`config.mk`:
```
export PLATFORM = sky130hd
export DESIGN_NAME = spi_reg_target
export DESIGN_NICKNAME = d
export VERILOG_FILES = /design/src/rtl/spi_reg_target.sv
export SDC_FILE = /design/constraint.sdc
export NUM_CORES = 1
export LEC_CHECK = 0
export ABC_AREA = 1
export CORE_MARGIN = 3
export CORE_UTILIZATION = 52
export CTS_CLUSTER_DIAMETER = 200
export CTS_CLUSTER_SIZE = 10
export DETAILED_ROUTE_END_ITERATION = 10
export GPL_ROUTABILITY_DRIVEN = 0
export PLACE_DENSITY = 0.79
export SETUP_SLACK_MARGIN = 0.3
export SYNTH_ARGS = -nofsm -noshare
export SYNTH_HDL_FRONTEND = slang
export SYNTH_SLANG_ARGS = --single-unit
```
`constraint.sdc`:
```
create_clock -name clk -period 3.22 [get_ports clk]
set_clock_uncertainty 0.1 [all_clocks]
set_input_delay 0.322 -clock clk [delete_from_list [all_inputs] [get_ports clk]]
set_output_delay 0.322 -clock clk [all_outputs]
set_load 0.005 [all_outputs]
```
`src/rtl/spi_reg_target.sv`:
```
// SPI mode-0 target exposing 2**ADDR_W 8-bit registers; SPI pins are oversampled in the clk domain.
// Define SPI_REG_TARGET_READ_EN to build the read (MISO) path; otherwise read commands are sunk.
module spi_reg_target #(
   parameter int unsigned ADDR_W    = 3,
   parameter logic [7:0]  RESET_VAL = 8'h00
) (
   input  logic                     clk,
   input  logic                     rst,
   input  logic                     sclk_i,
   input  logic                     csn_i,
   input  logic                     mosi_i,
   output logic                     miso_o,
   output logic                     miso_oe_o,
   output logic [8*(2**ADDR_W)-1:0] regs_o,
   output logic                     wr_stb_o,
   output logic [ADDR_W-1:0]        wr_addr_o
);
   localparam int unsigned REGS_W = 8 * (2**ADDR_W);

`ifdef SPI_REG_TARGET_READ_EN
   typedef enum logic [1:0] {StIdle, StCmd, StWr, StRd} state_e;
`else
   typedef enum logic [1:0] {StIdle, StCmd, StWr, StSink} state_e;
`endif

   logic              r_sclk_s1, r_sclk_s2, r_sclk_s3;
   logic              r_csn_s1, r_csn_s2, r_csn_s3;
   logic              r_mosi_s1, r_mosi_s2;
   state_e            r_state, w_state_d;
   logic [2:0]        r_bit_cnt, w_bit_cnt_d;
   logic [6:0]        r_shift_in, w_shift_in_d;
   logic [ADDR_W-1:0] r_ptr, w_ptr_d;
   logic [REGS_W-1:0] r_regs, w_regs_d;
   logic              r_wr_stb, w_wr_stb_d;
   logic [ADDR_W-1:0] r_wr_addr, w_wr_addr_d;
   logic              w_sclk_rise, w_csn_fall, w_csn_rise, w_byte_done;
   logic [7:0]        w_byte;
`ifdef SPI_REG_TARGET_READ_EN
   logic              w_sclk_fall;
   logic [7:0]        r_shift_out, w_shift_out_d;
   logic              r_load_pend, w_load_pend_d;
`endif

   // Two synchronizer stages, third stage for edge detection on sclk/csn.
   always_ff @(posedge clk or posedge rst) begin
      if (rst) begin
         {r_sclk_s1, r_sclk_s2, r_sclk_s3} <= 3'b000;
         {r_csn_s1, r_csn_s2, r_csn_s3}    <= 3'b111;
         {r_mosi_s1, r_mosi_s2}            <= 2'b00;
      end else begin
         {r_sclk_s1, r_sclk_s2, r_sclk_s3} <= {sclk_i, r_sclk_s1, r_sclk_s2};
         {r_csn_s1, r_csn_s2, r_csn_s3}    <= {csn_i, r_csn_s1, r_csn_s2};
         {r_mosi_s1, r_mosi_s2}            <= {mosi_i, r_mosi_s1};
      end
   end

   assign w_sclk_rise = r_sclk_s2 & ~r_sclk_s3;
   assign w_csn_fall  = ~r_csn_s2 & r_csn_s3;
   assign w_csn_rise  = r_csn_s2 & ~r_csn_s3;
`ifdef SPI_REG_TARGET_READ_EN
   assign w_sclk_fall = ~r_sclk_s2 & r_sclk_s3;
`endif

   always_ff @(posedge clk or posedge rst) begin
      if (rst) begin
         r_state    <= StIdle;
         r_bit_cnt  <= '0;
         r_shift_in <= '0;
         r_ptr      <= '0;
         r_regs     <= {(2**ADDR_W){RESET_VAL}};
         r_wr_stb   <= 1'b0;
         r_wr_addr  <= '0;
`ifdef SPI_REG_TARGET_READ_EN
         r_shift_out <= '0;
         r_load_pend <= 1'b0;
`endif
      end else begin
         r_state    <= w_state_d;
         r_bit_cnt  <= w_bit_cnt_d;
         r_shift_in <= w_shift_in_d;
         r_ptr      <= w_ptr_d;
         r_regs     <= w_regs_d;
         r_wr_stb   <= w_wr_stb_d;
         r_wr_addr  <= w_wr_addr_d;
`ifdef SPI_REG_TARGET_READ_EN
         r_shift_out <= w_shift_out_d;
         r_load_pend <= w_load_pend_d;
`endif
      end
   end

   always_comb begin
      w_state_d    = r_state;
      w_bit_cnt_d  = r_bit_cnt;
      w_shift_in_d = r_shift_in;
      w_ptr_d      = r_ptr;
      w_regs_d     = r_regs;
      w_wr_stb_d   = 1'b0;
      w_wr_addr_d  = r_wr_addr;
`ifdef SPI_REG_TARGET_READ_EN
      w_shift_out_d = r_shift_out;
      w_load_pend_d = r_load_pend;
`endif
      w_byte      = {r_shift_in, r_mosi_s2};
      w_byte_done = 1'b0;

      if (r_state != StIdle && w_sclk_rise) begin
         w_shift_in_d = w_byte[6:0];
         w_bit_cnt_d  = r_bit_cnt + 3'd1;
         w_byte_done  = (r_bit_cnt == 3'd7);
      end

      if (w_byte_done) begin
         unique case (r_state)
            StCmd: begin
               w_ptr_d = w_byte[ADDR_W-1:0];
`ifdef SPI_REG_TARGET_READ_EN
               w_state_d     = w_byte[7] ? StRd : StWr;
               w_load_pend_d = w_byte[7];
`else
               w_state_d = w_byte[7] ? StSink : StWr;
`endif
            end
            StWr: begin
               w_regs_d[{r_ptr, 3'b000} +: 8] = w_byte;
               w_wr_stb_d  = 1'b1;
               w_wr_addr_d = r_ptr;
               w_ptr_d     = r_ptr + ADDR_W'(1);
            end
`ifdef SPI_REG_TARGET_READ_EN
            StRd: w_load_pend_d = 1'b1;
`endif
            default: ;
         endcase
      end

`ifdef SPI_REG_TARGET_READ_EN
      // The first falling edge after a byte boundary loads the next register.
      if (r_state == StRd && w_sclk_fall) begin
         if (r_load_pend) begin
            w_shift_out_d = r_regs[{r_ptr, 3'b000} +: 8];
            w_ptr_d       = r_ptr + ADDR_W'(1);
            w_load_pend_d = 1'b0;
         end else begin
            w_shift_out_d = {r_shift_out[6:0], 1'b0};
         end
      end
`endif

      // A byte completing together with csn rise is still written above.
      if (r_state == StIdle) begin
         if (w_csn_fall) begin
            w_state_d   = StCmd;
            w_bit_cnt_d = '0;
         end
      end else if (w_csn_rise) begin
         w_state_d   = StIdle;
         w_bit_cnt_d = '0;
`ifdef SPI_REG_TARGET_READ_EN
         w_load_pend_d = 1'b0;
`endif
      end
   end

   assign regs_o    = r_regs;
   assign wr_stb_o  = r_wr_stb;
   assign wr_addr_o = r_wr_addr;
`ifdef SPI_REG_TARGET_READ_EN
   assign miso_o    = (r_state == StRd) & r_shift_out[7];
   assign miso_oe_o = ~r_csn_s2;
`else
   assign miso_o    = 1'b0;
   assign miso_oe_o = 1'b0;
`endif

endmodule

```
==> results of run 1 <==
registers in the layout, indices dropped and copies added, names as in the netlist:
name        flops
r_bit_cnt       3
r_csn_s1        1
r_csn_s2        1
r_csn_s3        1
r_mosi_s1       1
r_mosi_s2       1
r_ptr           3
r_sclk_s1       1
r_sclk_s2       1
r_sclk_s3       1
r_shift_in      7
r_state         2
regs_o         64
wr_addr_o       3
wr_stb_o        1
metrics by stage:
| stage | hold WS [ns] | area [sq um] | setup slack (ns) | std cells | utilization |
|---|---|---|---|---|---|
| 3_5_place_dp | 0.236 | 4970 | 0.812 | 657 | 0.639 |
| 3_3_place_gp | 0.231 | 4970 | 0.986 | 657 | 0.639 |
| 4_1_cts | 0.255 | 5170 | 0.788 | 673 | 0.666 |
| 6_report | 0.253 | 5170 | 0.773 | 673 | 0.666 |
| 2_1_floorplan | 0.226 | 4180 | 0.439 | 497 | - |
| 5_1_grt | 0.265 | 5170 | 0.585 | 673 | 0.666 |
cell type report:
class,count,area [sq um]
repair buffers,76,763
multi-input cells,360,1690
well taps,102,128
flip-flops and latches,91,2280
inverters,28,106
fillers,640,2600
clock inverters,3,46.3
clock buffers,13,159
per-layer routing:
layer / vias up / GRT usage / wire, um
met5: - / 0 / 0
met4: 0 / 0.0723 / 133
met3: 14 / 0.0395 / 562
met2: 130 / 0.379 / 4580
met1: 1625 / 0.305 / 4250
li1: 1700 / - / -
cells in the final DEF, fill, tap and decap left out, types with 3 or more instances in the layout:
cell             instances
inv_2                    4
nor2_4                   8
o21ai_0                 17
o21ai_1                 33
clkdlybuf4s50_1         72
dfstp_2                  3
or2_2                    4
nor2_1                  48
inv_1                   23
dfrtp_1                 88
clkbuf_8                11
buf_4                    3
nor3_1                  16
ha_1                    12
nand2_1                190
nand3_1                 22
where the power goes:
group	switching, mW	internal [mW]
clock network	0.392	0.404
logic	0.275	0.108
registers	0.0420	1.22
total	0.708	1.73
worst max-delay path, delay by kind of cell (launching register included):
| family | cells | cell delay (ns) |
|---|---|---|
| DFF | 1 | 0.42 |
| adders and majority gates | 2 | 0.50 |
| buffers and inverters | 2 | 0.52 |
| and+or+nand+nor | 4 | 0.83 |
cell usage after synthesis, drive strengths merged:
library cell,n,share of area
nand2,192,0.17
nand4,1,0.0051
nor3b,2,0.0036
o21ai,50,0.060
dfrtp,88,0.53
nor3,16,0.019
nand3,24,0.033
nor2,56,0.065
or2,4,0.0060
a21oi,1,0.0012
clkbuf,5,0.0045
buf,13,0.021
conb,1,0.00090
inv,28,0.025
dfstp,3,0.019
ha,12,0.036
logic make-up after synthesis:
group                      synth area share
AOI/OAI and AO/OA                    0.0611
adders and majority gates            0.0360
buffers and inverters                0.0503
DFF                                   0.546
other                              0.000898
and+or+nand+nor                       0.305
worst paths after layout:
path / start / to / slack, ns / depth (start not counted)
setup / recovery: r_ptr[1]$_DFFE_PP0P_ / regs_o[56]$_DFFE_PP0P_ / 0.77 / 8
hold / removal: r_sclk_s1$_DFF_PP0_ / r_sclk_s2$_DFF_PP0_ / 0.25 / 0
setup reg to reg: r_ptr[1]$_DFFE_PP0P_ / regs_o[56]$_DFFE_PP0P_ / 0.77 / 8
hold reg to reg: r_sclk_s1$_DFF_PP0_ / r_sclk_s2$_DFF_PP0_ / 0.25 / 0
max in group asynchronous: rst / regs_o[18]$_DFFE_PP0P_ / 1.92 / 3
min in group asynchronous: rst / regs_o[58]$_DFFE_PP0P_ / 0.42 / 2
==> results.ini, run 1 <==
[worst_hold_path]
hp-class=flip-flop to flip-flop

[place]
port-buffer-count=72
dp_hpwl_mm=6.78

[timing]
fin_crit_ns=2.45
max_slew_margin=0.313
report.final.slew_viol_count=0
fin_tns_setup_ns=0
worstMarginPinSlew_ns=1.03
rsz0062_at_grt=no
maxClockFrequency_ghz=0.409
finalHoldViolations=0
setup_violations=0
min_period_over_period=0.760

[clocking]
clk_pin_slew_worst_paths_ns=0.08
ctsResizeCount=0
cts_setup_buffers=0
cts-root-buf=clkbuf_8
cts_buffers=9
clock_path_buffers=2
h-tree-depth=3
hold_buffers=0
cts_tree=yes
cts.sinks=91
clk_latency_ns=0.35

[run]
maxCapViolCount=0

[synth]
ys_ff_latch=91
postSynthCellCount=496
yosys_warnings=0
syn_avg_cell_area_sq_um=8.42
seq_area_frac_synth=0.546
ys_types=25
netlist_area_sq_mm=0.00418

[setup_path]
crit_arrival_ns=2.64
critPathMaxFanout=28
critical_path.slowest_cell=dfrtp_1
cp_cell_sequence=inv_1, ha_1, ha_1, inv_2, nand3_1, nor2_4, nand2_1, nand2_1
crit_path_start_kind=flip-flop
crit_type=flip-flop to flip-flop
required_ns=3.41
crit_path_max_incr_delay_ns=0.42
end_kind=flip-flop

[grt]
grt_pass1_wl_mm=16.2
antenna_found_initial=0
grt_pass1_vias=3450
grt_usage=0.228
grt_overflow=0
grt_max_degree=61

[power_and_ir_drop]
irDropWorstVdd_v=0.000276
power_density_mw_per_mm2=471
power_mw=2.44
p_leak_nw=2.50

[detailed_routing]
drc=0
drt_iter0_drc=233
drt-vias-per-instance=5.15
drt-pass1-iter-count=5
postRouteWirelength_mm=9.53
vias=3469
ant_nets=0
routedWlPerCell_um=14.2

[floorplanning]
start_util=0.538
core-area_sq_mm=0.00777
pin_count=75
die_w_um=95.6
design.die.area_sq_mm=0.00914
die_h_um=95.6
rows=32

[layout]
area_growth_pct=23.9
final_layout_size_suffix_gt1_frac=0.0753
layout.nets=583
n_antenna_cell=0

[run_status]
status=complete, no violations

Power figures use the tool's default switching activity.
==> inputs of run 2 (changes only) <==
--- a/config.mk
+++ b/config.mk
@@ -7,12 +7,12 @@
 export LEC_CHECK = 0
 export ABC_AREA = 1
 export CORE_MARGIN = 3
-export CORE_UTILIZATION = 52
+export CORE_UTILIZATION = 47
 export CTS_CLUSTER_DIAMETER = 200
 export CTS_CLUSTER_SIZE = 10
 export DETAILED_ROUTE_END_ITERATION = 10
 export GPL_ROUTABILITY_DRIVEN = 0
-export PLACE_DENSITY = 0.79
+export PLACE_DENSITY = 0.75
 export SETUP_SLACK_MARGIN = 0.3
 export SYNTH_ARGS = -nofsm -noshare
 export SYNTH_HDL_FRONTEND = slang
==> constraint.sdc (replaced) <==
create_clock -name clk -period 2.15 [get_ports clk]
set_clock_uncertainty 0.1 [all_clocks]
set_input_delay 0.215 -clock clk [delete_from_list [all_inputs] [get_ports clk]]
set_output_delay 0.215 -clock clk [all_outputs]
set_load 0.005 [all_outputs]
==> run 2 against run 1 <==
Flip-flop and latch count stayed put. Clock-buffer cell count is 4 lower. Setup slack worse by 0.43 ns. Sequential share of layout area is 2.8 points lower. Non-clock buffer count is 18 higher. Maximum frequency is 35% higher. Highest routed layer unchanged. Largest cell class unchanged. Via count is 4.0% higher. Wire length is 7.9% higher. Critical path depth stayed put. Total power is 55% higher. Clock power is 39% higher.
==> results.ini, run 2 (synthesized netlist as in run 1, its figures left out) <==
[detailed_routing]
drc=0  ; unchanged
postRouteWirelength_mm=10.3  ; +7.9%
drt-pass1-iter-count=4  ; -1
ant_nets=0  ; unchanged
drt-vias-per-instance=5.18  ; +0.43%
drt_iter0_drc=190  ; -18%
routedWlPerCell_um=14.8  ; +4.2%
vias=3608  ; +4.0%

[clocking]
clk_pin_slew_worst_paths_ns=0.10  ; +0.02 ns
cts_tree=yes
cts-root-buf=clkbuf_8
cts_buffers=9  ; unchanged
clock_path_buffers=2  ; unchanged
clk_latency_ns=0.38  ; +0.03 ns
h-tree-depth=3  ; unchanged
cts.sinks=91  ; unchanged

[grt]
grt_overflow=0  ; unchanged
grt_pass1_wl_mm=16.5  ; +1.6%
grt_max_degree=38  ; -38%
grt_usage=0.209  ; -0.0185
grt_pass1_vias=3444  ; -0.17%
antenna_found_initial=0  ; unchanged

[power_and_ir_drop]
power.internal_mw=2.53  ; +46%
p_leak_nw=2.65  ; +6.1%
clockPowerShare=0.295  ; -0.032
power_mw=3.76  ; +55%
pwr-share-comb=0.203  ; +0.046
p_sw_frac=0.329  ; +0.0380
p_seq_frac=0.502  ; -0.014
irDropWorstVdd_v=0.000499  ; +81%
power_density_mw_per_mm2=681  ; +45%
power_switching_mw=1.24  ; +75%

[setup_path]
reg2reg_slack_ns=0.34  ; -0.43 ns
r2r_start=r_ptr[1]$_DFFE_PP0P_
crit_start=r_ptr[1]$_DFFE_PP0P_
crit_type=flip-flop to flip-flop
worst_path_most_repeated_cell=nand2_1
critical_path.slowest_cell=dfrtp_1
reg2reg_to=regs_o[56]$_DFFE_PP0P_
cp-endpoint=regs_o[56]$_DFFE_PP0P_
cp_cell_sequence=inv_2, ha_4, ha_2, nor2_1, nand2_1, nor3_1, nand2_1, nand2_1
required_ns=2.38  ; -1.03 ns
crit_arrival_ns=2.03  ; -0.61 ns
worst-path-buf-inv=1  ; -1
critPathMaxFanout=9  ; -68%
critPathTopFamily=simple AND/OR/NAND/NOR gates
reg2regPathDepth=8  ; unchanged
cp.depth=8  ; unchanged
end_kind=flip-flop
crit_path_start_kind=flip-flop
crit_path_max_incr_delay_ns=0.39  ; -0.03 ns

[floorplanning]
die_w_um=100  ; +4.9%
design.die.area_sq_mm=0.0101  ; +10%
pin_count=75  ; unchanged
rows=33  ; +3.1%
die_h_um=100  ; +4.9%
core-area_sq_mm=0.00842  ; +8.4%
start_util=0.496  ; -0.0418

[place]
dp_hpwl_mm=7.05  ; +4.1%
port-buffer-count=72  ; unchanged

[run]
maxCapViolCount=0  ; unchanged

[timing]
max_slew_margin=0.639  ; +0.327
fin_tns_setup_ns=0  ; unchanged
min_period_over_period=0.840  ; +0.0803
setup_violations=0  ; unchanged
report.final.slew_viol_count=0  ; unchanged
maxClockFrequency_ghz=0.554  ; +35%
fin_crit_ns=1.81  ; -0.640 ns
worstMarginPinSlew_ns=0.540  ; -0.491 ns
rsz0062_at_grt=yes
finalHoldViolations=0  ; unchanged

[layout]
n_antenna_cell=0  ; unchanged
area_growth_pct=32.4
layout_common_cells=186 x nand2_1, 88 x dfrtp_1, 72 x clkdlybuf4s50_1
final_layout_size_suffix_gt1_frac=0.160  ; +0.0852
mostFrequentLayoutCell=nand2_1
fin_util=0.656  ; -0.00963
layout.nets=604  ; +3.6%
largest_register_ffs=64  ; unchanged

[worst_hold_path]
hp-class=input port to async pin

[run_status]
status=complete, no violations

[run 2: cell count changes in the layout (fill, tap and decap cells not counted), sizes merged]
cell	delta
nand3	+1
buf	+18
inv	+4
bufinv	-1
clkbuf	-4
clkinv	+1
nand2	+2
[run 2: per-layer routing]
metal | track usage | up-vias | routed length [um]
met5 | 0 | - | 0
met4 | 0.0746 | 0 | 193
met3 | 0.0479 | 21 | 674
met2 | 0.328 | 121 | 4780
met1 | 0.287 | 1709 | 4640
li1 | - | 1757 | -
[run 2: power by group through the flow]
| stage | combinational, mW | sequential (mW) | clock, mW |
|---|---|---|---|
| 2_1_floorplan | 0.444 | 1.90 | 0 |
| 3_3_place_gp | 0.577 | 1.91 | 0 |
| 3_5_place_dp | 0.610 | 1.92 | 0 |
| 4_1_cts | 0.666 | 1.89 | 1.12 |
| 5_1_grt | 0.854 | 1.90 | 1.19 |
| 6_report | 0.765 | 1.89 | 1.11 |
[run 2: worst min-delay path by stage]
stage / startpoint / to / slack [ns] / depth (start not counted)
finish: rst / regs_o[60]$_DFFE_PP0P_ / 0.12 / 2
global route: csn_i / r_csn_s1$_DFF_PP1_ / 0.14 / 1
CTS: rst / regs_o[61]$_DFFE_PP0P_ / 0.14 / 2
detailed placement: r_mosi_s1$_DFF_PP0_ / r_mosi_s2$_DFF_PP0_ / 0.25 / 0
global placement: r_sclk_s1$_DFF_PP0_ / r_sclk_s2$_DFF_PP0_ / 0.23 / 0
floorplan: csn_i / r_csn_s1$_DFF_PP1_ / 0.12 / 0
[run 2: per-stage QoR]
stage	worst slack (ns)	std cells	area [sq um]	hold WS, ns
2_1_floorplan	0.301	497	4210	0.119
3_3_place_gp	0.170	667	5050	0.233
3_5_place_dp	0.0543	667	5050	0.250
4_1_cts	0.316	691	5380	0.143
5_1_grt	0.284	697	5530	0.138
6_report	0.343	697	5530	0.125
[run 2: what timing repair did]
action,4_1_cts,5_1_grt
gates cloned,3,0
pin swaps,6,6
hold buffers,0,0
setup endpoints to repair,65,64
gates resized for setup,19,22
buffers inserted,5,6
[run 2: cell type report]
| class | count | area, sq um |
|---|---|---|
| clock buffers | 9 | 124 |
| fillers | 705 | 2900 |
| inverters | 28 | 114 |
| repair buffers | 94 | 936 |
| flip-flops and latches | 91 | 2280 |
| multi-input cells | 363 | 1880 |
| well taps | 105 | 131 |
| clock inverters | 7 | 60.1 |
==> inputs of run 3 (changes only) <==
==> constraint.sdc (replaced) <==
create_clock -name clk -period 1.54 [get_ports clk]
set_clock_uncertainty 0.1 [all_clocks]
set_input_delay 0.154 -clock clk [delete_from_list [all_inputs] [get_ports clk]]
set_output_delay 0.154 -clock clk [all_outputs]
set_load 0.005 [all_outputs]
==> run 3 against run 2 <==
The flow now finishes with violations (negative setup slack). Maximum frequency down 1.7%. Combinational power grew 130%. Cell count is 12% higher. Final area is 18% higher. Hold slack worse by 0.12 ns. Wire length grew 33%. First-iteration DRC count increased by 44%. Global-route usage up 3.7 points. Clock power increased by 64%.
==> results.ini, run 3 (synthesized netlist as in run 1, its figures left out) <==
[power_and_ir_drop]
power_density_mw_per_mm2=966  ; +42%
irDropWorstVdd_v=0.000587  ; +18%
power_mw=6.28  ; +67%
p_leak_nw=3.32  ; +25%

[grt]
grt_pass1_vias=4013  ; +17%
gr-usage-met3=0.0479  ; unchanged
antenna_found_initial=0  ; unchanged
grt_pass1_wl_mm=19.5  ; +18%
grt_max_degree=44  ; +16%
grt.met1_usage=0.323  ; +0.0362
grt_usage=0.246  ; +0.0366
grt_overflow=0  ; unchanged
busiest_layer=met2
gr-usage-met2=0.401  ; +0.0729

[clocking]
h-tree-depth=3  ; unchanged
cts_buffers=9  ; unchanged
clock_path_buffers=2  ; unchanged
cts_tree=yes
cts.sinks=91  ; unchanged
clk_latency_ns=0.36  ; -0.02 ns
cts-root-buf=clkbuf_8
clk_pin_slew_worst_paths_ns=0.10  ; about the same
hold_buffers=0  ; unchanged

[setup_path]
reg2reg_slack_ns=-0.30  ; -0.64 ns
crit_start=r_ptr[0]$_DFFE_PP0P_
crit_arrival_ns=1.96  ; -0.07 ns
reg2reg_to=regs_o[4]$_DFFE_PP0P_
reg2regPathDepth=9  ; +1
r2r_start=r_ptr[0]$_DFFE_PP0P_
required_ns=1.66  ; -0.72 ns
crit_path_start_kind=flip-flop
cp-endpoint=regs_o[4]$_DFFE_PP0P_
end_kind=flip-flop
crit_type=flip-flop to flip-flop
critPathMaxFanout=8  ; -1

[layout]
area_growth_pct=55.8
layout.nets=690  ; +14%
mostFrequentLayoutCell=nand2_1
final_layout_size_suffix_gt1_frac=0.393  ; +0.232
largest_register_ffs=64  ; unchanged
n_antenna_cell=0  ; unchanged
layout_common_cells=162 x nand2_1, 88 x dfrtp_1, 82 x buf_4
fin_area_sq_mm=0.00650  ; +18%

[timing]
report.final.slew_viol_count=0  ; unchanged
hold_slack_ns=0.00667  ; -0.118 ns
finalHoldViolations=0  ; unchanged
setup_violations=73  ; +73
fin_crit_ns=1.84  ; +0.0318 ns
min_period_over_period=1.19  ; +0.353
rsz0062_at_grt=yes
setup_ws_ns=-0.298  ; -0.642 ns
maxClockFrequency_ghz=0.544  ; -1.7%

[run]
maxCapViolCount=0  ; unchanged

[detailed_routing]
routedWlPerCell_um=17.5  ; +19%
drt-vias-per-instance=5.36  ; +3.5%
drt_iter0_drc=273  ; +44%
drt-pass1-iter-count=5  ; +1
postRouteWirelength_mm=13.7  ; +33%
vias=4188  ; +16%
ant_nets=0  ; unchanged
drc=0  ; unchanged

[place]
dp_hpwl_mm=7.30  ; +3.4%
port-buffer-count=72  ; unchanged
dpl_cell_area_sq_mm=0.00541  ; +7.1%

[floorplanning]
start_util=0.496  ; unchanged
die_w_um=100  ; unchanged
design.die.area_sq_mm=0.0101  ; unchanged
core-area_sq_mm=0.00842  ; unchanged
rows=33  ; unchanged
pin_count=75  ; unchanged
die_h_um=100  ; unchanged

[worst_hold_path]
hp-class=input port to async pin

[run_status]
status=complete, but fails checks
violations=negative setup slack

## run 3: cell count changes in the layout (fill, tap and decap cells not counted), moves of 5 or more
cell	before	now
buf_4	18	82
nand3_1	18	10
clkdlybuf4s15_1	0	38
o21ai_0	17	4
nand2_1	186	162
o21ai_2	2	10
nand3_2	5	10
nand2_4	4	14
clkbuf_2	0	30
buf_6	0	14
nand2_2	4	17
clkdlybuf4s50_1	72	4
## run 3: cell type report
class                      instances  area [sq um]
clock buffer                      11           141
clock inverter                     4          75.1
fill                             512          1920
inverter                          28           119
multi-input combinational        363          2180
sequential                        91          2280
tap                              105           131
timing repair buffer             180          1570
## run 3: repair_timing
item                                    CTS  global route
resized for setup                       209            94
endpoints found under the setup margin  151           122
pin swaps                                24            24
hold endpoints to repair                  0             0
gates cloned                              5             1
buffers inserted                         46            16
## run 3: per-stage QoR
step / instances / worst slack [ns] / setup TNS [ns] / util
after global routing: 782 / -0.391 / -18.63 / 0.772
after global placement: 699 / -0.202 / -8.95 / 0.642
final: 782 / -0.298 / -14.27 / 0.772
after floorplan: 497 / -0.219 / -10.50 / -
after detailed placement: 699 / -0.277 / -11.88 / 0.642
after CTS: 765 / -0.138 / -7.36 / 0.749
## run 3: metal layers
metal / part of all wire / vias to the layer above
li1: - / 1922
met1: 0.41 / 2015
met2: 0.49 / 197
met3: 0.060 / 54
met4: 0.038 / 0
met5: 0 / -
## run 3: worst min-delay path by stage
stage	start	to	slack, ns	depth (start not counted)
3_3_place_gp	r_sclk_s1$_DFF_PP0_	r_sclk_s2$_DFF_PP0_	0.24	0
6_report	rst	r_state[0]$_DFF_PP0_	0.007	2
4_1_cts	rst	r_state[0]$_DFF_PP0_	0.003	2
3_5_place_dp	r_sclk_s1$_DFF_PP0_	r_sclk_s2$_DFF_PP0_	0.24	0
5_1_grt	rst	r_state[0]$_DFF_PP0_	0.006	2
2_1_floorplan	csn_i	r_csn_s1$_DFF_PP1_	0.06	0
## run 3: critical path, cell delays in order, from the launching register on
cell and delay [ns]:
dfrtp_1 0.43, inv_2 0.10, ha_4 0.17, ha_4 0.24, inv_8 0.10, nand3_2 0.10, nor2_4 0.17, nand2_4 0.12
nand2_1 0.09, o21ai_1 0.09
## run 3: report_power, final
| part | internal, mW | leakage [nW] | switching (mW) | total, mW |
|---|---|---|---|---|
| logic | 0.764 | 1.97 | 1.00 | 1.77 |
| clock network | 0.952 | 0.102 | 0.865 | 1.82 |
| registers | 2.54 | 1.24 | 0.155 | 2.70 |
| total | 4.26 | 3.32 | 2.02 | 6.28 |
